File: config.mk
export PLATFORM = sky130hd
export DESIGN_NAME = sram_arbiter
export DESIGN_NICKNAME = d
export VERILOG_FILES = /design/src/rtl/sram_arbiter.sv
export SDC_FILE = /design/constraint.sdc
export NUM_CORES = 1
export LEC_CHECK = 0
export ABC_AREA = 1
export BUFFER_PORTS_ARGS = -buffer_cell sky130_fd_sc_hd__clkbuf_2
export CORE_AREA = 2 2 139 141
export DETAILED_ROUTE_END_ITERATION = 7
export DIE_AREA = 0 0 141 143
export PLACE_DENSITY = 0.78
export SYNTH_ARGS = -nofsm -noshare
export SYNTH_HDL_FRONTEND = slang
export SYNTH_SLANG_ARGS = --single-unit
export TNS_END_PERCENT = 10
File: constraint.sdc
create_clock -name clk -period 6.9 [get_ports clk]
set_input_delay 1.035 -clock clk [delete_from_list [all_inputs] [get_ports clk]]
set_output_delay 1.035 -clock clk [all_outputs]
set_load 0.01 [all_outputs]
File: src/rtl/sram_arbiter.sv
// Two-port arbiter in front of the single SRAM controller: latches one request, runs it to completion,
// then returns read data and a one-cycle ready to the winner. Define ARB_ROUND_ROBIN_EN for alternating tie grants.
module sram_arbiter #(
  parameter int unsigned AW = 18,
  parameter int unsigned DW = 32,
  parameter int unsigned RW = 64
) (
  input  logic          clk,
  input  logic          rst,
  input  logic          p0_rd_en,
  input  logic          p0_wr_en,
  input  logic [AW-1:0] p0_addr,
  input  logic [DW-1:0] p0_wdata,
  output logic [RW-1:0] p0_rdata,
  output logic          p0_ready,
  input  logic          p1_rd_en,
  input  logic          p1_wr_en,
  input  logic [AW-1:0] p1_addr,
  input  logic [DW-1:0] p1_wdata,
  output logic [RW-1:0] p1_rdata,
  output logic          p1_ready,
  output logic          mem_rd_en,
  output logic          mem_wr_en,
  output logic [AW-1:0] mem_addr,
  output logic [DW-1:0] mem_wdata,
  input  logic [RW-1:0] mem_rdata,
  input  logic          mem_ready,
  output logic          busy
);

  typedef enum logic [1:0] {
    IDLE = 2'd0,
    BUSY = 2'd1,
    DONE = 2'd2
  } state_e;

  state_e         state_q;
  logic           grant_q;
  logic           busy_q;
  logic           mem_rd_en_q;
  logic           mem_wr_en_q;
  logic [AW-1:0]  mem_addr_q;
  logic [DW-1:0]  mem_wdata_q;
  logic [RW-1:0]  p0_rdata_q;
  logic [RW-1:0]  p1_rdata_q;
`ifdef ARB_ROUND_ROBIN_EN
  logic           last_grant_q;
`endif

  logic           req0;
  logic           req1;
  logic           win;
  logic           win_wr;
  logic [AW-1:0]  win_addr;
  logic [DW-1:0]  win_wdata;

  assign req0 = p0_rd_en | p0_wr_en;
  assign req1 = p1_rd_en | p1_wr_en;

  // Winner selection; a single requester always wins
  always_comb begin
    win = req1 & ~req0;
`ifdef ARB_ROUND_ROBIN_EN
    if (req0 && req1) begin
      win = ~last_grant_q;
    end
`endif
  end

  // Both enables high counts as a write
  assign win_wr    = win ? p1_wr_en : p0_wr_en;
  assign win_addr  = win ? p1_addr  : p0_addr;
  assign win_wdata = win ? p1_wdata : p0_wdata;

  always_ff @(posedge clk or posedge rst) begin
    if (rst) begin
      state_q      <= IDLE;
      grant_q      <= 1'b0;
      busy_q       <= 1'b0;
      mem_rd_en_q  <= 1'b0;
      mem_wr_en_q  <= 1'b0;
      mem_addr_q   <= '0;
      mem_wdata_q  <= '0;
      p0_rdata_q   <= '0;
      p1_rdata_q   <= '0;
`ifdef ARB_ROUND_ROBIN_EN
      last_grant_q <= 1'b1;
`endif
    end else begin
      case (state_q)
        IDLE: begin
          if (req0 || req1) begin
            state_q      <= BUSY;
            grant_q      <= win;
            busy_q       <= 1'b1;
            mem_wr_en_q  <= win_wr;
            mem_rd_en_q  <= ~win_wr;
            mem_addr_q   <= win_addr;
            mem_wdata_q  <= win_wdata;
`ifdef ARB_ROUND_ROBIN_EN
            last_grant_q <= win;
`endif
          end
        end
        BUSY: begin
          // Command stays frozen until the controller reports completion
          if (mem_ready) begin
            state_q     <= DONE;
            mem_rd_en_q <= 1'b0;
            mem_wr_en_q <= 1'b0;
            if (mem_rd_en_q) begin
              if (grant_q) begin
                p1_rdata_q <= mem_rdata;
              end else begin
                p0_rdata_q <= mem_rdata;
              end
            end
          end
        end
        DONE: begin
          state_q <= IDLE;
          busy_q  <= 1'b0;
        end
        default: begin
          state_q <= IDLE;
        end
      endcase
    end
  end

  assign p0_ready  = ~req0 | ((state_q == DONE) & ~grant_q);
  assign p1_ready  = ~req1 | ((state_q == DONE) &  grant_q);
  assign p0_rdata  = p0_rdata_q;
  assign p1_rdata  = p1_rdata_q;
  assign mem_rd_en = mem_rd_en_q;
  assign mem_wr_en = mem_wr_en_q;
  assign mem_addr  = mem_addr_q;
  assign mem_wdata = mem_wdata_q;
  assign busy      = busy_q;

endmodule

==> impl_results.md, run 1 <==
* Die width at 141 um
* Num ports at 354
* CP Capture Type: primary output
* RR Endpoint: p1_rdata[10]
* Vias in the first global route at about 6500
* Fill count at 1694
* Delay of the slowest critical-path stage at around 400 ps
* Initial cell density of the core at between 40% and 50%
* Count of cell types in the netlist at 16
* Core Region at around 19000 um2
* Setup crit end: p1_ready
* DR DRC count at 0
* Critical Path, Cell by Cell: or2_2 -> o21ai_0 -> clkbuf_2
* Post-synthesis register bit count at 184
* First-pass GRT wire length at 32700 um
* Syn Area/Cell at 8.56 um2
* Area growth from synthesis to layout at 30.9%
* Maximum number of pins on one net before global-route repair at 113
* Final TNS setup at 0 ps
* Die footprint at roughly 20000 um2
* Root Buffer Master: clkbuf_16
* Grt total ovfl at 0
* Max_cap viols at 0
* Cells on worst reg2reg path at 6
* # setup viols final at 0
* Resized cells post-CTS at 0
* Synthesis warning total at 0
* Reg2reg start: state_q[0]
* WL/cell at 14.1 um
* Placer Congestion at 0.819
* Reg2reg setup slack at 4810 ps
* RSZ-0062 raised after global routing: false
* Post-route insts no fill at between 1000 and 1500
* Die height at around 140 um
* Initial antenna violation count at 0
* TritonCTS Buffers at 17
* Post-CTS Setup Bufs at 0
* Total Wirelength at 20700 um
* Crit path launch type: register
* FF+latch area at 4600 um2
* Hold Path Depth at 2
* GRT Resource Usage Total at 20.4%
* Post-route ant nets at 0
* PD cells at about 420 nW/um2
* Layout cell share with drive strength beyond 1 at approximately a third
* Layout Utilization at 54.0%
* Clock Tree Buf Depth at 2
* Synthesized instance count at 895
* Htree depth at 4
* Antenna fix cells at 0
* TritonCTS clock tree: done
* Total power at 4.25 mW
* # clock sinks at between 150 and 200
* Hold buffer count at CTS at 0
* Critical Path AT at 1730 ps
* Worst-case clock skew at 9.65 ps
* Post-place setup slack at 3980 ps
* Max Freq at 361 MHz
* Post-synthesis net count at 1066
* Status: completed
* Final hold vios at 0
* Clk_lat worst skew at 420 ps
* Post-route setup slack at 4130 ps
* Vias per inst at 4.74
* VDD IR max at ~0.19 mV
* Least-Margin Pin Slew at 1090 ps
* Mapped Area at 7660 um2
* Router iterations before antenna repair at 5
* DP HPWL at 14700 um
* CP startpoint: state_q[0]
* CP max stage cell: dfrtp_1
* Vias at approximately 7000
* Max Fanout on Critical Path at 4
* Min Tclk post-route at around 2800 ps
* HP Class: reg2reg
* Rel. slew slack at 27.5%
* Post-synthesis sequential area ratio at 60.1%
* Clock Pin Slew Worst Setup and Hold Paths at 80 ps
* Multi-input logic area at 2460 um2
* Port bufs at 353
* Fin. max-slew vios at 0
* Static Leak at 5.93 nW
* Crit path kind: reg2out
* Layout Nets at 1391
* Final Cycle Share at 40.1%
* Cells after DPL at 1435
* Placement Rows at 50
* WP data required at between 5000 and 6000 ps
* Starting DRT DRC Count at 288
## registers in the layout, summed over array words and instances, names as in the netlist
| signal | flops |
|---|---|
| p0_rdata | 64 |
| grant_q | 1 |
| mem_wr_en | 1 |
| p1_rdata | 64 |
| mem_rd_en | 1 |
| state_q | 2 |
| mem_addr | 18 |
| busy | 1 |
| mem_wdata | 32 |
## final cells by class
cell class | instances | share of cell area, %
clock inverters | 15 | 1.56
well taps | 234 | 2.92
clock buffers | 17 | 4.24
repair buffers | 360 | 18.1
flip-flops and latches | 184 | 45.9
inverters | 72 | 2.74
multi-input cells | 585 | 24.5
## worst min path at each step
stage,start,to,slack (ps)
after floorplan,grant_q,grant_q,500
after global placement,mem_wdata[3],mem_wdata[3],460
after detailed placement,mem_wdata[16],mem_wdata[16],460
after CTS,mem_wdata[16],mem_wdata[16],490
after global routing,p0_rdata[15],p0_rdata[15],500
final,mem_wdata[23],mem_wdata[23],480
## critical path, delay by kind of cell (launching register included)
family | cells | cell delay, ps
buffers and inverters | 1 | 210
AO/OA/AOI/OAI | 1 | 340
flip-flops | 1 | 410
AND/OR/NAND/NOR | 1 | 350
## stage by stage
stage          area [um2]  hold slack [ps]
2_1_floorplan        7660              497
3_3_place_gp         9450              463
3_5_place_dp         9450              464
4_1_cts             10000              485
5_1_grt             10000              504
6_report            10000              483
## logic make-up after synthesis
kind of cell,synth area share [%]
buffers and inverters,8.05
AOI/OAI and AO/OA,8.64
DFF,60.1
and+or+nand+nor,23.2
## where the power goes
group	switching, mW	internal [mW]
logic	0.914	0.583
clock network	0.464	0.484
registers	0.260	1.54
## cell usage in the layout, fill, tap and decap left out, types with 5 or more instances in the layout
cell type and n:
o21ai_0 43, inv_1 70, dfrtp_1 184, o21ai_1 88, nand3_1 53, clkbuf_2 353, buf_4 7, clkbuf_16 17
nor2_1 5, nand2_1 390
## routing by layer
metal	up-vias	GRT usage [%]	share of wire [%]
met4	0	7.32	2.6
met3	32	5.53	7.2
met1	3185	25.8	42
li1	3440	-	-
met2	295	33.8	48
met5	-	0	0
## Yosys cell counts
cell	count	area (um2)
clkbuf_1	1	3.75
buf_6	8	90.1
nor2_4	1	11.3
o22ai_1	1	6.26
nand2_2	1	6.26
inv_1	71	267
o21ai_0	43	215
nand2_1	392	1470
buf_4	11	82.6
nand3_1	53	265
buf_2	34	170
inv_2	1	3.75
dfrtp_1	184	4600
nor2_1	5	18.8
or2_2	1	6.26
o21ai_1	88	440
Power figures use the tool's default switching activity.
==> inputs of run 2 (changes only) <==
--- a/config.mk
+++ b/config.mk
@@ -7,10 +7,9 @@
 export LEC_CHECK = 0
 export ABC_AREA = 1
 export BUFFER_PORTS_ARGS = -buffer_cell sky130_fd_sc_hd__clkbuf_2
-export CORE_AREA = 2 2 139 141
+export CORE_UTILIZATION = 42
 export DETAILED_ROUTE_END_ITERATION = 7
-export DIE_AREA = 0 0 141 143
-export PLACE_DENSITY = 0.78
+export PLACE_DENSITY = 0.82
 export SYNTH_ARGS = -nofsm -noshare
 export SYNTH_HDL_FRONTEND = slang
 export SYNTH_SLANG_ARGS = --single-unit
==> constraint.sdc (replaced) <==
create_clock -name clk -period 2.4 [get_ports clk]
set_input_delay 0.36 -clock clk [delete_from_list [all_inputs] [get_ports clk]]
set_output_delay 0.36 -clock clk [all_outputs]
set_load 0.01 [all_outputs]
==> run 2 against run 1 <==
  * Cell count decreased by 0.14%
  * First-iteration DRC count rose by 13%
  * Sequential power increased to 2.9 times the previous value
  * Flip-flop and latch count is the same
  * Non-clock buffer count grew 3
  * Clock power grew to 3.1 times the previous value
  * Register-to-register slack worse by 4100 ps
  * Combinational power rose to 2.9 times the previous value
  * Sequential share of layout area shrank 0.49 points
  * Setup slack worse by 3700 ps
  * Design area grew 1.1%
  * Largest power group unchanged
  * Highest routed layer unchanged
==> impl_results.md, run 2 (same netlist as run 1, synthesis figures left out) <==
* Status: completed
* Hold_sp: mem_ready
* Vias per inst at 4.71
* TritonCTS Buffers at 17
* CP max stage cell: dfrtp_1
* Core Region at 17900 um2
* Final hold vios at 0
* Net Switching at 4.64 mW
* RSZ-0062 raised after global routing: false
* Clk_lat worst skew at 420 ps
* Grt total ovfl at 0
* Placer Congestion at between 0.8 and 0.9
* Least-Margin Pin Slew at 855 ps
* Max Fanout on Critical Path at 4
* Router iterations before antenna repair at 5
* Htree depth at 4
* Cells on worst reg2reg path at 7
* Antenna fix cells at 0
* Post-route setup slack at between 400 and 500 ps
* Post-route ant nets at 0
* WP data required at 2040 ps
* Most frequent cells in the layout: 388 x nand2_1, 353 x clkbuf_2, 184 x dfrtp_1
* Clock Tree Buf Depth at 2
* # setup viols final at 0
* Worst-case clock skew at 10.1 ps
* Final instance area at 10100 um2
* Delay of the slowest critical-path stage at 410 ps
* Area growth from synthesis to layout at 32.3%
* Vias in the first global route at 6395
* Final TNS setup at 0 ps
* Starting DRT DRC Count at approximately 320
* Placed cell area at between 9000 and 10000 um2
* Die height at 137 um
* Min Tclk post-route at roughly 2000 ps
* HP Class: in2reg
* Layout cell share with drive strength beyond 1 at 32.5%
* Clock power share at 23.8%
* First-pass GRT wire length at about 32000 um
* Combinational Power Share at 34.4%
* Initial antenna violation count at 0
* Num ports at 354
* Worst Hold End: state_q[0]
* Most common cell after layout, fill and taps aside: nand2_1
* Layout Nets at 1394
* WL/cell at 14.1 um
* Vias at between 6000 and 7000
* Crit path kind: reg2out
* Delay-heaviest family, CP: flip-flops
* TritonCTS clock tree: done
* Reg2reg setup slack at between 700 and 800 ps
* RR Endpoint: p1_rdata[20]
* Resized cells post-CTS at 0
* Die width at 137 um
* Crit path launch type: register
* Maximum number of pins on one net before global-route repair at around 130
* Critical Path, Cell by Cell: or2_2 -> o21ai_0 -> clkbuf_2
* DP HPWL at approximately 15000 um
* Port bufs at 353
* PD cells at 1230 nW/um2
* GRT Resource Usage Total at between 20% and 30%
* Placement Rows at 49
* DR DRC count at 0
* Reg2reg start: state_q[1]
* Worst Path Buf+Inv at 1
* CP Capture Type: primary output
* Max_cap viols at 0
* Rel. slew slack at 42.9%
* Static Leak at 5.98 nW
* Root Buffer Master: clkbuf_16
* Die footprint at 18800 um2
* Total Wirelength at just over 20000 um
* Fin. max-slew vios at 0
* WHS at 159 ps
* Final Cycle Share at 82.6%
* Switching Share at approximately 37%
* Cell-internal power at slightly below 8 mW
* Initial cell density of the core at 42.8%
* # clock sinks at 184
* Hold Path Depth at 2
* Clock Pin Slew Worst Setup and Hold Paths at 70 ps
* Critical Path AT at 1620 ps
* Post-place setup slack at 652 ps
* VDD IR max at roughly 0.7 mV
* Max Freq at 504 MHz
* Register share of total power at 41.8%
run 2: cell count changes in the layout (fill, tap and decap cells not counted), sizes merged:
cell         previous run  this run
bufinv                  0         3
inv                    79        76
buf                     7         9
clkinv                  5         3
clkbuf                370       371
clkinvlp                3         4
dlygate4sd3             0         1
run 2: worst max path at each step:
stage,slack (ps),to,cells past startpoint,startpoint
after floorplan,-320,busy,1,rst
after global placement,720,mem_addr[2],9,p1_wr_en
after detailed placement,650,mem_wdata[26],9,p1_wr_en
after CTS,440,p1_ready,3,state_q[0]
after global routing,370,p1_ready,3,state_q[0]
final,420,p1_ready,3,state_q[0]
run 2: final cells by class:
type | instances | area, um2
fill | 1623 | 7760
sequential | 184 | 4600
multi-input combinational | 585 | 2460
timing repair buffer | 363 | 1890
clock buffer | 18 | 429
tap | 229 | 287
inverter | 72 | 274
clock inverter | 14 | 189
run 2: what timing repair did:
action	in CTS	in global routing
endpoints found under the hold margin	17	0
setup endpoints to repair	0	0
buffers inserted	0	0
hold buffers	1	0
run 2: layer usage:
| layer | GRT usage (%) | wire, um |
|---|---|---|
| met4 | 7.63 | 330 |
| met1 | 26.8 | 8310 |
| met2 | 36.4 | 10300 |
| met5 | 0 | 0 |
| met3 | 6.59 | 1700 |
run 2: through the flow:
| stage | std cells | util (%) | total power, mW |
|---|---|---|---|
| 6_report | 1465 | 56.6 | 12.4 |
| 2_1_floorplan | 895 | - | 7.59 |
| 5_1_grt | 1465 | 56.6 | 13.4 |
| 3_3_place_gp | 1432 | 53.1 | 9.41 |
| 3_5_place_dp | 1432 | 53.1 | 9.56 |
| 4_1_cts | 1465 | 56.6 | 12.6 |
run 2: power groups by stage:
stage / clock (mW) / sequential, mW / combinational (mW)
after global routing: 3.16 / 5.37 / 4.84
after detailed placement: 0 / 5.21 / 4.36
after global placement: 0 / 5.18 / 4.22
after floorplan: 0 / 5.78 / 1.82
final: 2.96 / 5.20 / 4.28
after CTS: 3.01 / 5.19 / 4.35
